===== src/rtl/vga_timing_gen.sv =====
// vga_timing_gen: parametrised raster timing generator and pixel pipeline aligner.
// Counters drive pixel-coordinate requests; sync/DE travel through a delay line
// matched to the pixel source latency, then register together with the
// returned RGB so that every output lags the request side by PIPE_LAT+1 cycles.
module vga_timing_gen #(
    parameter int H_ACTIVE = 640,
    parameter int H_FP     = 16,
    parameter int H_SYNC   = 96,
    parameter int H_BP     = 48,
    parameter int V_ACTIVE = 480,
    parameter int V_FP     = 10,
    parameter int V_SYNC   = 2,
    parameter int V_BP     = 33,
    parameter bit HS_POL   = 1'b0,
    parameter bit VS_POL   = 1'b0,
    parameter int COLOR_W  = 4,
    parameter int PIPE_LAT = 1,
    localparam int H_TOTAL = H_ACTIVE + H_FP + H_SYNC + H_BP,
    localparam int V_TOTAL = V_ACTIVE + V_FP + V_SYNC + V_BP,
    localparam int CW      = $clog2((H_TOTAL > V_TOTAL) ? H_TOTAL : V_TOTAL)
) (
    input  logic                 clk25,
    input  logic                 rst_n,
    input  logic                 en,
    output logic [CW-1:0]        pix_x,
    output logic [CW-1:0]        pix_y,
    output logic                 pix_req,
    input  logic [3*COLOR_W-1:0] rgb_in,
    output logic [COLOR_W-1:0]   red_out,
    output logic [COLOR_W-1:0]   green_out,
    output logic [COLOR_W-1:0]   blue_out,
    output logic                 hSync,
    output logic                 vSync,
    output logic                 de,
    output logic                 frame_start,
    output logic                 line_start
);

    // Compares run one bit wider than the counters so a sync end equal to
    // 2**CW cannot wrap to zero.
    localparam int XW = CW + 1;
    localparam logic [XW-1:0] H_LAST   = XW'(H_TOTAL - 1);
    localparam logic [XW-1:0] V_LAST   = XW'(V_TOTAL - 1);
    localparam logic [XW-1:0] H_ACT    = XW'(H_ACTIVE);
    localparam logic [XW-1:0] V_ACT    = XW'(V_ACTIVE);
    localparam logic [XW-1:0] HS_BEGIN = XW'(H_ACTIVE + H_FP);
    localparam logic [XW-1:0] HS_END   = XW'(H_ACTIVE + H_FP + H_SYNC);
    localparam logic [XW-1:0] VS_BEGIN = XW'(V_ACTIVE + V_FP);
    localparam logic [XW-1:0] VS_END   = XW'(V_ACTIVE + V_FP + V_SYNC);

    logic [CW-1:0]      r_h;
    logic [CW-1:0]      r_v;
    logic [XW-1:0]      w_h;
    logic [XW-1:0]      w_v;
    logic               w_h_wrap;
    logic               w_v_wrap;
    logic               w_active;
    logic               w_hs_raw;
    logic               w_vs_raw;
    logic               w_hs_d;
    logic               w_vs_d;
    logic               w_req_d;
    logic               r_hs;
    logic               r_vs;
    logic               r_de;
    logic [COLOR_W-1:0] r_red;
    logic [COLOR_W-1:0] r_green;
    logic [COLOR_W-1:0] r_blue;

    assign w_h      = {1'b0, r_h};
    assign w_v      = {1'b0, r_v};
    assign w_h_wrap = (w_h == H_LAST);
    assign w_v_wrap = (w_v == V_LAST);
    assign w_active = (w_h < H_ACT) && (w_v < V_ACT);
    assign w_hs_raw = (w_h >= HS_BEGIN) && (w_h < HS_END);
    assign w_vs_raw = (w_v >= VS_BEGIN) && (w_v < VS_END);

    // Raster counters: h every enabled cycle, v on each h wrap
    always_ff @(posedge clk25 or negedge rst_n) begin
        if (!rst_n) begin
            r_h <= '0;
            r_v <= '0;
        end else if (en) begin
            if (w_h_wrap) begin
                r_h <= '0;
                if (w_v_wrap) r_v <= '0;
                else          r_v <= r_v + 1'b1;
            end else begin
                r_h <= r_h + 1'b1;
            end
        end
    end

    // Request-side outputs are combinational from the counters; reset masks
    // them so the request and strobes read inactive while rst_n is low.
    assign pix_x       = r_h;
    assign pix_y       = r_v;
    assign pix_req     = w_active & rst_n;
    assign line_start  = rst_n & en & (r_h == '0);
    assign frame_start = rst_n & en & (r_h == '0) & (r_v == '0);

    generate
        if (PIPE_LAT == 0) begin : g_nodly
            assign w_hs_d  = w_hs_raw;
            assign w_vs_d  = w_vs_raw;
            assign w_req_d = w_active;
        end else begin : g_dly
            logic [2:0] r_pipe [PIPE_LAT];
            for (genvar g = 0; g < PIPE_LAT; g++) begin : g_stage
                logic [2:0] w_prev;
                if (g == 0) begin : g_head
                    assign w_prev = {w_hs_raw, w_vs_raw, w_active};
                end else begin : g_body
                    assign w_prev = r_pipe[g-1];
                end
                // One delay stage of {hsync, vsync, request} matching source latency
                always_ff @(posedge clk25 or negedge rst_n) begin
                    if (!rst_n)  r_pipe[g] <= '0;
                    else if (en) r_pipe[g] <= w_prev;
                end
            end
            assign {w_hs_d, w_vs_d, w_req_d} = r_pipe[PIPE_LAT-1];
        end
    endgenerate

    // Output stage: register returned RGB with the delayed timing, blanking outside active area
    always_ff @(posedge clk25 or negedge rst_n) begin
        if (!rst_n) begin
            r_hs    <= 1'b0;
            r_vs    <= 1'b0;
            r_de    <= 1'b0;
            r_red   <= '0;
            r_green <= '0;
            r_blue  <= '0;
        end else if (en) begin
            r_hs    <= w_hs_d;
            r_vs    <= w_vs_d;
            r_de    <= w_req_d;
            r_red   <= w_req_d ? rgb_in[3*COLOR_W-1:2*COLOR_W] : '0;
            r_green <= w_req_d ? rgb_in[2*COLOR_W-1:COLOR_W]   : '0;
            r_blue  <= w_req_d ? rgb_in[COLOR_W-1:0]           : '0;
        end
    end

    // Sync registers hold "active"; polarity is applied on the way out.
    assign hSync     = r_hs ? HS_POL : ~HS_POL;
    assign vSync     = r_vs ? VS_POL : ~VS_POL;
    assign de        = r_de;
    assign red_out   = r_red;
    assign green_out = r_green;
    assign blue_out  = r_blue;

endmodule

===== config.mk =====
export PLATFORM = sky130hd
export DESIGN_NAME = vga_timing_gen
export DESIGN_NICKNAME = d
export VERILOG_FILES = /design/src/rtl/vga_timing_gen.sv
export SDC_FILE = /design/constraint.sdc
export NUM_CORES = 1
export LEC_CHECK = 0
export ABC_AREA = 1
export BUFFER_PORTS_ARGS = -buffer_cell sky130_fd_sc_hd__buf_2
export CAP_MARGIN = 20
export CORE_ASPECT_RATIO = 2
export CORE_MARGIN = 2
export CORE_UTILIZATION = 44
export CTS_BUF_LIST = sky130_fd_sc_hd__clkbuf_4 sky130_fd_sc_hd__clkbuf_8 sky130_fd_sc_hd__clkbuf_16
export CTS_CLUSTER_DIAMETER = 50
export DETAILED_ROUTE_END_ITERATION = 10
export MAX_ROUTING_LAYER = met4
export PLACE_DENSITY_LB_ADDON = 0.15
export SLEW_MARGIN = 20
export SYNTH_ARGS = -nofsm -noshare
export SYNTH_HDL_FRONTEND = slang
export SYNTH_SLANG_ARGS = --single-unit
export TNS_END_PERCENT = 1

===== constraint.sdc =====
create_clock -name clk25 -period 1.5 [get_ports clk25]
set_input_delay 0 -clock clk25 [delete_from_list [all_inputs] [get_ports clk25]]
set_output_delay 0 -clock clk25 [all_outputs]
set_load 0.01 [all_outputs]

Word level (Yosys, flattened, before mapping)
Cells that the tools add are included.
Word-level totals
  register bits after elaboration: 38
  input port bits: 15
  output and inout bits: 38
  logic and storage cells: 36
Operators by class
  reductions and logical operators: 6
  multiplexer cells: 7
  eq/ne operators: 2
  bitwise operators: 4
  $add $sub $neg: 2
  magnitude comparators: 6
Operator list (count)
  adder 10 x 1 -> 10 bit (second input constant): 2
  == test 10 bit (second input constant): 2
  logical NOT 10 bit: 2
  < comparator 10 bit (second input constant): 2
  < comparator 10 x 9 -> 1 bit (second input constant): 2
  two-way mux 10 bit: 2
  two-way mux 4 bit: 3
  >= comparator 10 bit (second input constant): 1
  >= comparator 10 x 9 -> 1 bit (second input constant): 1
  bitwise AND 1 bit: 4
  logical AND 1 bit: 3
  two-way mux 1 bit: 2
  AND reduction 2 bit: 1

Depth between registers and ports, before layout
Gate-level depths: netlist of the first run.
  depth after elaboration: 3
  depth in mapped cells: 9
  mapped depth without buffers: 9

Least setup slack after synthesis of the first run
OpenSTA, ideal clock, no wires.
  path kind: register to register
  start: register r_h[0], in the netlist pix_x[0]
  end: register r_v[5], in the netlist pix_y[5]
  clock period less this slack: 1.304 ns
  cell stages (with the launch flop): 7
  setup time: 0.126 ns
  buffers on the path: 0
  slack: 0.196 ns
  arrival: 1.178 ns
  required time: 1.374 ns
  cells stage by stage: dfrtp_1 -> ha_1 -> inv_1 -> nor2_4 -> nand4_2 -> nand2_1 -> o21ai_1
On the way
  longest elaborated chain between the ends: 2
RTL lines
  start, declared: line 51  | logic [CW-1:0] r_h;
  start signal, assigned: line 89  | r_h <= r_h + 1'b1;
  == test 10 bit: line 72  | assign w_h_wrap = (w_h == H_LAST);
  AND reduction 2 bit (no source line)
  end signal, assigned: line 87  | else r_v <= r_v + 1'b1;
  end, declared: line 52  | logic [CW-1:0] r_v;
No other way between the ends.
A chain may end at the register's enable or synchronous reset.

Final worst setup path of the first run
  start: register r_h[0], in the netlist pix_x[0]
  end: output port frame_start
On the way
  longest elaborated chain between the ends: 3
RTL lines
  logical NOT 10 bit: line 100  | assign frame_start = rst_n & en & (r_h == '0) & (r_v == '0);
  bitwise AND 1 bit (2 in a row): line 100
  end, declared: line 35  | output logic frame_start,
No other way between the ends.

==> summary.md, run 1 <==
The run finished, with violations left. The checks that failed: setup timing. Once detailed placement completed, the half-perimeter wirelength came to 3780 um. For the area of the die, the log shows 5130 um2.

The cell internal power dissipation is 2200 uW, and the power density relative to cell area is 1230 nW/um2. STA puts the critical path data arrival time at 1600 ps. The number of I/O port buffers is 52, and the detailed router's first-iteration violation count is 36. The number of clock sinks is 38, and the first-pass GRT wire length is 8740 um. For this run, the slowest stage of the critical path takes 400 ps. The number of antenna cells inserted was 0. The area growth from synthesis to final layout is 37.6%, and the number of max-slew violations in the final report is 0. In this run the critical register-to-register path is launched from pix_x[0]. Type of element launching the critical path: a flop. The fraction of final layout cells with drive strength greater than 1 works out to 31.5%. The post-route standard cell area excluding fillers is 2750 um2, and the CTS clock-pin slew for the worst setup and hold paths is 70 ps. For the leakage power total, the log shows 0.00144 uW. The first detailed-routing pass ran for 4 iterations. Entering global routing, the biggest net connects 26 pins. The mapped cell area is 2000 um2, and the largest buffer count on any clock path is 2. In this run the vertical extent of the chip is 99.3 um.

The initial antenna violation count was 0; the core footprint was 4340 um2. Row generation in the floorplan step produced 34 rows. The largest individual stage delay along the critical path comes from the cell sky130_fd_sc_hd__dfrtp_1. Of the total power, the clock network draws 23.9%. Sequential cells burn 40.3% of the power. Combinational logic is responsible for 35.8% of the overall power.

The share of synthesized area in the top cell type comes to 47.6%. Setup slack on the worst reg-to-reg path comes out at 50 ps. The total wire length after detailed routing came out at 5360 um. The number of nets in the synthesized netlist is 271. The die is 51.7 um wide.

The number of fill cells was 417; the number of standard cells after synthesis was 252. Yosys mapped the design onto 27 distinct sky130hd cell types. The number of top-level pins was 53; the per-cell routed wire length was 13.6 um.

The count of nets left with antenna violations once routing finished came out at 0. The worst register-to-register path has a depth of 8. Static timing analysis puts the maximum clock frequency at 624 MHz.

The clock tree root driver cell was sky130_fd_sc_hd__clkbuf_8. The total power after layout was 3380 uW. The worst-case headroom to the max-slew limit was 69.4%; the insertion delay of the later-clocked pin in the worst-skew pair was 290 ps.

TritonCTS built the clock tree. Following the worst setup path forward leads to its endpoint at frame_start. Global placer's final weighted congestion: 0.844. Global routing used 23.6% of the available tracks. The logs give -103 ps for the worst setup margin and 1180 uW for the switching component of the power. The logs give 1926 for the via count of the first global-routing pass and 1943 for the total number of vias. Count of final hold-check violations: 0. For the required time of the critical path, the log shows 1500 ps. The endpoint of the worst-slack reg-to-reg timing path was pix_y[0].

In the routed layout, each cell is associated on average with a via count of 4.93. After synthesis, the share of flip-flops with an asynchronous set or reset is 100%. The number of failing setup endpoints in the final timing report came out at 1. The tools report the number of max-capacitance violations reported as 0. Period utilization: 107%. The commonest cells after synthesis are 72 x sky130_fd_sc_hd__nand2_1, 38 x sky130_fd_sc_hd__dfrtp_1, 29 x sky130_fd_sc_hd__nand3_1.

At the pin with the least slew margin, the transition time is 459 ps. For this run, design rule violations remaining after detail routing come to 0. The most area-hungry cell type in the Yosys netlist is sky130_fd_sc_hd__dfrtp_1. Setup repair after global routing could not meet its margin everywhere.

Total CTS buffers: 5. Sequential cells were found to cover 47.6% of the synthesized design area. The effective utilization at floorplan is 46.1%, and the synthesized area divided by synthesized cell count is 7.93 um2. The final standard cell utilization of the core is 63.4%, and the final critical path time including I/O delays and setup is 1600 ps.

The run gives 0 as the global route total overflow. Of the total power, the share spent switching nets is 35.0%. In the final design database the tool counted 358 nets. Yosys mapped a number of flops with a built-in enable equal to 0. STA classifies the critical path endpoint as a primary output. In the synthesized netlist the dominant register cell turns out to be sky130_fd_sc_hd__dfrtp_1. The dominant cell by count in the synthesized netlist is sky130_fd_sc_hd__nand2_1.

Biggest fanout along the worst timing path: 2. VDD sags by at most 0.000802 V. At the placement stage, the worst setup path has a slack of 85.7 ps. For this run, the number of Yosys warnings is 0. After detailed placement, the total cell area comes to 2390 um2. The class of the most critical hold timing path is input port to flop. The critical path starts at pix_x[0]. Number of flip-flops and latches in the synthesized netlist: 38. Yosys attributes the largest share of cell area to sky130_fd_sc_hd__dfrtp_1 48%, sky130_fd_sc_hd__nand2_1 14%, sky130_fd_sc_hd__nand3_1 7.3%, sky130_fd_sc_hd__inv_1 5.1%, sky130_fd_sc_hd__nor2_1 4.7%.

The critical path class was flop to primary output. Across the routed clock network, the largest skew measured is 5.95 ps. The H-tree depth is 2. Traced cell by cell, the critical path runs through buf_6, inv_4, ha_4, nand4_1, nor4_2, buf_2.
-- cells by family (layout without fill, tap and decap cells) --
family	count (synthesis)	after routing	share of synthesized area (%)
flops	38	38	47.6
fa+ha+maj	4	4	2.50
simple gates	149	149	34.6
xor+xnor	7	7	3.07
compound gates	20	20	5.26
buf+inv	34	122	7.01
-- routing by layer --
layer  up-vias  part of all wire (%)  track usage [%]
li1        978                     -                -
met1       891                    38             24.4
met5         -                     0                -
met3        16                   4.0             3.60
met4         0                   3.4             11.7
met2        58                    55             41.6
-- placed cells by master (no fill, tap or decap), types with 3 or more instances in the layout --
cell type,instances
sky130_fd_sc_hd__nand2_1,72
sky130_fd_sc_hd__dlygate4sd3_1,13
sky130_fd_sc_hd__o21ai_1,5
sky130_fd_sc_hd__xor2_1,5
sky130_fd_sc_hd__buf_4,19
sky130_fd_sc_hd__nor2_1,21
sky130_fd_sc_hd__nand2_2,3
sky130_fd_sc_hd__nand4_1,6
sky130_fd_sc_hd__o21ai_0,12
sky130_fd_sc_hd__inv_1,24
sky130_fd_sc_hd__buf_2,52
sky130_fd_sc_hd__nand3_2,3
sky130_fd_sc_hd__nor2_4,5
sky130_fd_sc_hd__nand3_1,29
sky130_fd_sc_hd__clkbuf_8,8
sky130_fd_sc_hd__nor2_2,6
sky130_fd_sc_hd__dfrtp_1,38
-- power by group through the flow --
| stage | logic [uW] | clock network (uW) | registers, uW |
|---|---|---|---|
| 6_report | 1210 | 809 | 1360 |
| 5_1_grt | 1340 | 870 | 1390 |
| 4_1_cts | 1190 | 835 | 1360 |
| 3_5_place_dp | 1030 | 0 | 1370 |
| 3_3_place_gp | 1030 | 0 | 1370 |
| 2_1_floorplan | 427 | 0 | 1480 |
-- critical path, delay by kind of cell (launching register included) --
kind          cells  cell delay (ps)
simple gates      2              440
flops             1              400
buf+inv           3              350
fa+ha+maj         1              110
-- worst min path at each step --
stage,start,to,slack (ps),depth (start not counted)
final,en,de,40,3
after global routing,en,de,50,3
after CTS,en,de,30,3
after global placement,rst_n,pix_x[4],40,2
after floorplan,rst_n,blue_out[0],-300,0
after detailed placement,rst_n,pix_x[4],30,2
-- stage by stage --
step / std cells / setup TNS, ps / hold slack [ps]
floorplan: 252 / 0 / -296
global placement: 365 / 0 / 42.3
detailed placement: 365 / 0 / 33.0
CTS: 394 / -101 / 25.1
global route: 394 / -716 / 46.6
finish: 394 / -103 / 37.3
-- area by class of cell --
cell class	count	area, um2	area share (%)
inverter	28	110	4.00
multi-input combinational	180	957	34.8
tap	54	67.6	2.46
timing repair buffer	86	556	20.2
sequential	38	951	34.6
clock buffer	8	110	4.00
-- repair_timing --
action	4_1_cts	5_1_grt
hold endpoints to repair	50	0
hold buffers	13	0
setup buffers	8	0
setup endpoints to repair	3	12
gates resized for setup	11	8
pin swaps	4	4
-- registers in the layout, indices dropped and copies added, names as in the netlist --
| name | flops |
|---|---|
| g_dly.r_pipe | 3 |
| r_hs | 1 |
| pix_x | 10 |
| blue_out | 4 |
| de | 1 |
| pix_y | 10 |
| r_vs | 1 |
| green_out | 4 |
| red_out | 4 |
Note: power is estimated with default switching activity, not from simulation.
==> inputs of run 2 (changes only) <==
PLACE_DENSITY = 0.69   (was not set)
PLACE_DENSITY_LB_ADDON = not set   (was 0.15)
clock period = 1.85 ns   (was 1.5 ns; I/O delays follow)
==> run 2 against run 1 <==
  * The run now ends clean
  * Highest routed layer unchanged
  * Critical endpoint unchanged
  * Worst setup slack improved by 320 ps
  * Register-to-register slack improved by 290 ps
  * Count of clock-buffer cells in the layout decreased by 2
  * Clock power decreased by 28%
  * Sequential share of layout area increased by 2.9 points
==> summary.md, run 2 (synthesized netlist as in run 1, its figures left out) <==
The run finished with clean final reports. Once detailed placement completed, the half-perimeter wirelength came to 3620 um. The tools report the number of top-level pins as 53.

Following the worst setup path forward leads to its endpoint at frame_start. The site row count was 34. The area growth from synthesis to layout is 27.0%.

The library cell used most frequently in the layout, excluding fill and tap cells, is sky130_fd_sc_hd__nand2_1. The filler cells instantiated in the layout total 426. Dividing the detail-routed via count by the number of cells gives 4.93. Measured against its own limit, the worst slew margin works out to 70.4%.

The first-pass detailed-route iteration total was 4; the count of final hold-check violations was 0. The final route contains 1853 vias. The maximum number of pins on one net before global-route repair is 22.

Setup repair after global routing left no endpoint under its margin. By startpoint and endpoint, the worst setup path is classified as flop to primary output. Fraction of final layout cells with drive strength greater than 1: 24.5%. The first global-routing pass estimated 8200 um of wire.

Global routing finished with a remaining overflow of 0. The area of the die was 5130 um2; the number of I/O port buffers was 52. Counting instances, the worst hold path has a depth of 3.

The type of element launching the critical path was a flop. Once the floorplan was initialized, standard cells occupied 46.1% of the core. STA puts the critical path data required time at 1850 ps. The worst register-to-register path begins at pix_x[0].

The run gives 1540 uW as the cell internal power dissipation. Per-cell routed wire length: 13.2 um. The clock tree root driver cell was sky130_fd_sc_hd__clkbuf_8. The insertion delay of the later-clocked pin in the worst-skew pair came out at 290 ps. The number of failing setup endpoints in the final timing report was 0; the share of power burned in combinational logic was 27.8%. Of the total power, registers draw 48.0%. The worst register-to-register path has a setup slack of 340 ps. The via count of the first global-routing pass was 1810. In this run the power density over the cells is 954 nW/um2.

The most critical setup path has its startpoint at pix_y[0]. The CTS clock-pin slew for the worst setup and hold paths was 70 ps; the accumulated negative setup slack was 0 ps. The final routed DRC violation total is 0, and the period utilization is 88.0%. The run gives 38 as the number of clock sinks.

Leaving out fill and tap cells, the most frequent cells in the layout are 72 x sky130_fd_sc_hd__nand2_1, 52 x sky130_fd_sc_hd__buf_2, 38 x sky130_fd_sc_hd__dfrtp_1. For the global placer's final weighted congestion, the log shows 0.897. The critical path goes through inv_1, ha_1, inv_1, nor2_1, nand3_1, nor4_2, buf_2.

The total CTS buffers is 5. The most numerous cell type found on the critical path is sky130_fd_sc_hd__inv_1. Global routing consumed, over all layers together, 22.0% of the routing resources. The post-route clock skew is 6.61 ps, and the depth of the worst register-to-register path is 7. The final net count was 340. For the leakage power total, the log shows 0.00134 uW. TritonCTS built the clock tree. The routed design has 4960 um of wire. On the worst path, the slowest cell contributes a delay of 410 ps. For the highest attainable clock frequency, the log shows 614 MHz. The measured slew at the worst slew-check pin was 443 ps; the worst hold-check slack was 69.8 ps. Endpoint of the worst-slack reg-to-reg timing path: pix_y[1]. The number of nets with antenna violations after routing is 0. The worst hold path belongs to the class input port to flop. Arrival time of the worst setup path: 1630 ps.

The H-tree depth is 2. Detailed router's first-iteration violation count: 35. Clock network fraction of total power: 24.1%. The tools report the number of max-slew violations in the final report as 0.

After clock tree synthesis, the repair step resized 0 gates. The smallest clock period supported by the final layout is computed as 1630 ps. The largest buffer count on any clock path is 2, and the horizontal die dimension is 51.7 um. Buffers added to address setup during post-CTS repair amount to 0.

The initial antenna violation count is 0, and the die height is 99.3 um. The worst-case IR drop observed on VDD is 0.000689 V. The logs give 0 for the number of max-capacitance violations reported and 886 uW for the switching component of the power.

The kind of end point of the critical path was a primary output. 0 antenna diodes ended up in the layout. The biggest fanout along the worst timing path works out to 4. The floorplan step defined a core boundary enclosing 4340 um2.

The cell with the largest stage delay on the worst path is sky130_fd_sc_hd__dfrtp_1. Of the total power, the share spent switching nets is 36.6%.
==> run 2: power by group through the flow <==
stage | logic [uW] | clock network (uW) | registers, uW
final | 674 | 585 | 1160
after global routing | 762 | 649 | 1190
after CTS | 678 | 611 | 1160
after detailed placement | 655 | 0 | 1180
after global placement | 639 | 0 | 1180
after floorplan | 346 | 0 | 1200
==> run 2: layout make-up <==
cell class | count | area (um2) | share of cell area (%)
sequential | 38 | 951 | 37.4
multi-input combinational | 180 | 908 | 35.8
timing repair buffer | 68 | 413 | 16.3
inverter | 28 | 105 | 4.14
clock buffer | 6 | 82.6 | 3.25
tap | 54 | 67.6 | 2.66
clock inverter | 2 | 12.5 | 0.493
==> run 2: stage by stage <==
stage	cell area (um2)	total power (uW)	std cells	worst slack [ps]	util, %
3_5_place_dp	2310	1830	355	365	53.3
4_1_cts	2540	2450	376	230	58.5
6_report	2540	2420	376	221	58.5
2_1_floorplan	2000	1550	252	546	-
3_3_place_gp	2310	1820	355	374	53.3
5_1_grt	2540	2600	376	70.8	58.5
==> run 2: repair_timing <==
action                                  4_1_cts  5_1_grt
endpoints found under the setup margin        0        0
hold endpoints to repair                     50        0
hold buffers                                 13        0
==> run 2: per-layer routing <==
metal / share of wire (%) / GRT usage [%] / vias to the layer above
met5: 0 / - / -
met2: 54 / 37.4 / 55
li1: - / - / 943
met4: 2.5 / 8.91 / 0
met3: 4.3 / 4.95 / 9
met1: 40 / 24.2 / 846
==> run 2: how the worst min path moves through the flow <==
stage	from	end
6_report	en	r_vs
5_1_grt	en	r_vs
4_1_cts	en	r_vs
3_5_place_dp	rst_n	red_out[3]
3_3_place_gp	rst_n	pix_x[2]
2_1_floorplan	rst_n	blue_out[0]
==> run 2: worst max-delay path: cells and delay by family (launching register included) <==
| family | cells | cell delay [ps] |
|---|---|---|
| adder cells (fa/ha/maj) | 1 | 150 |
| buffers and inverters | 3 | 320 |
| flip-flops | 1 | 410 |
| AND/OR/NAND/NOR | 3 | 470 |
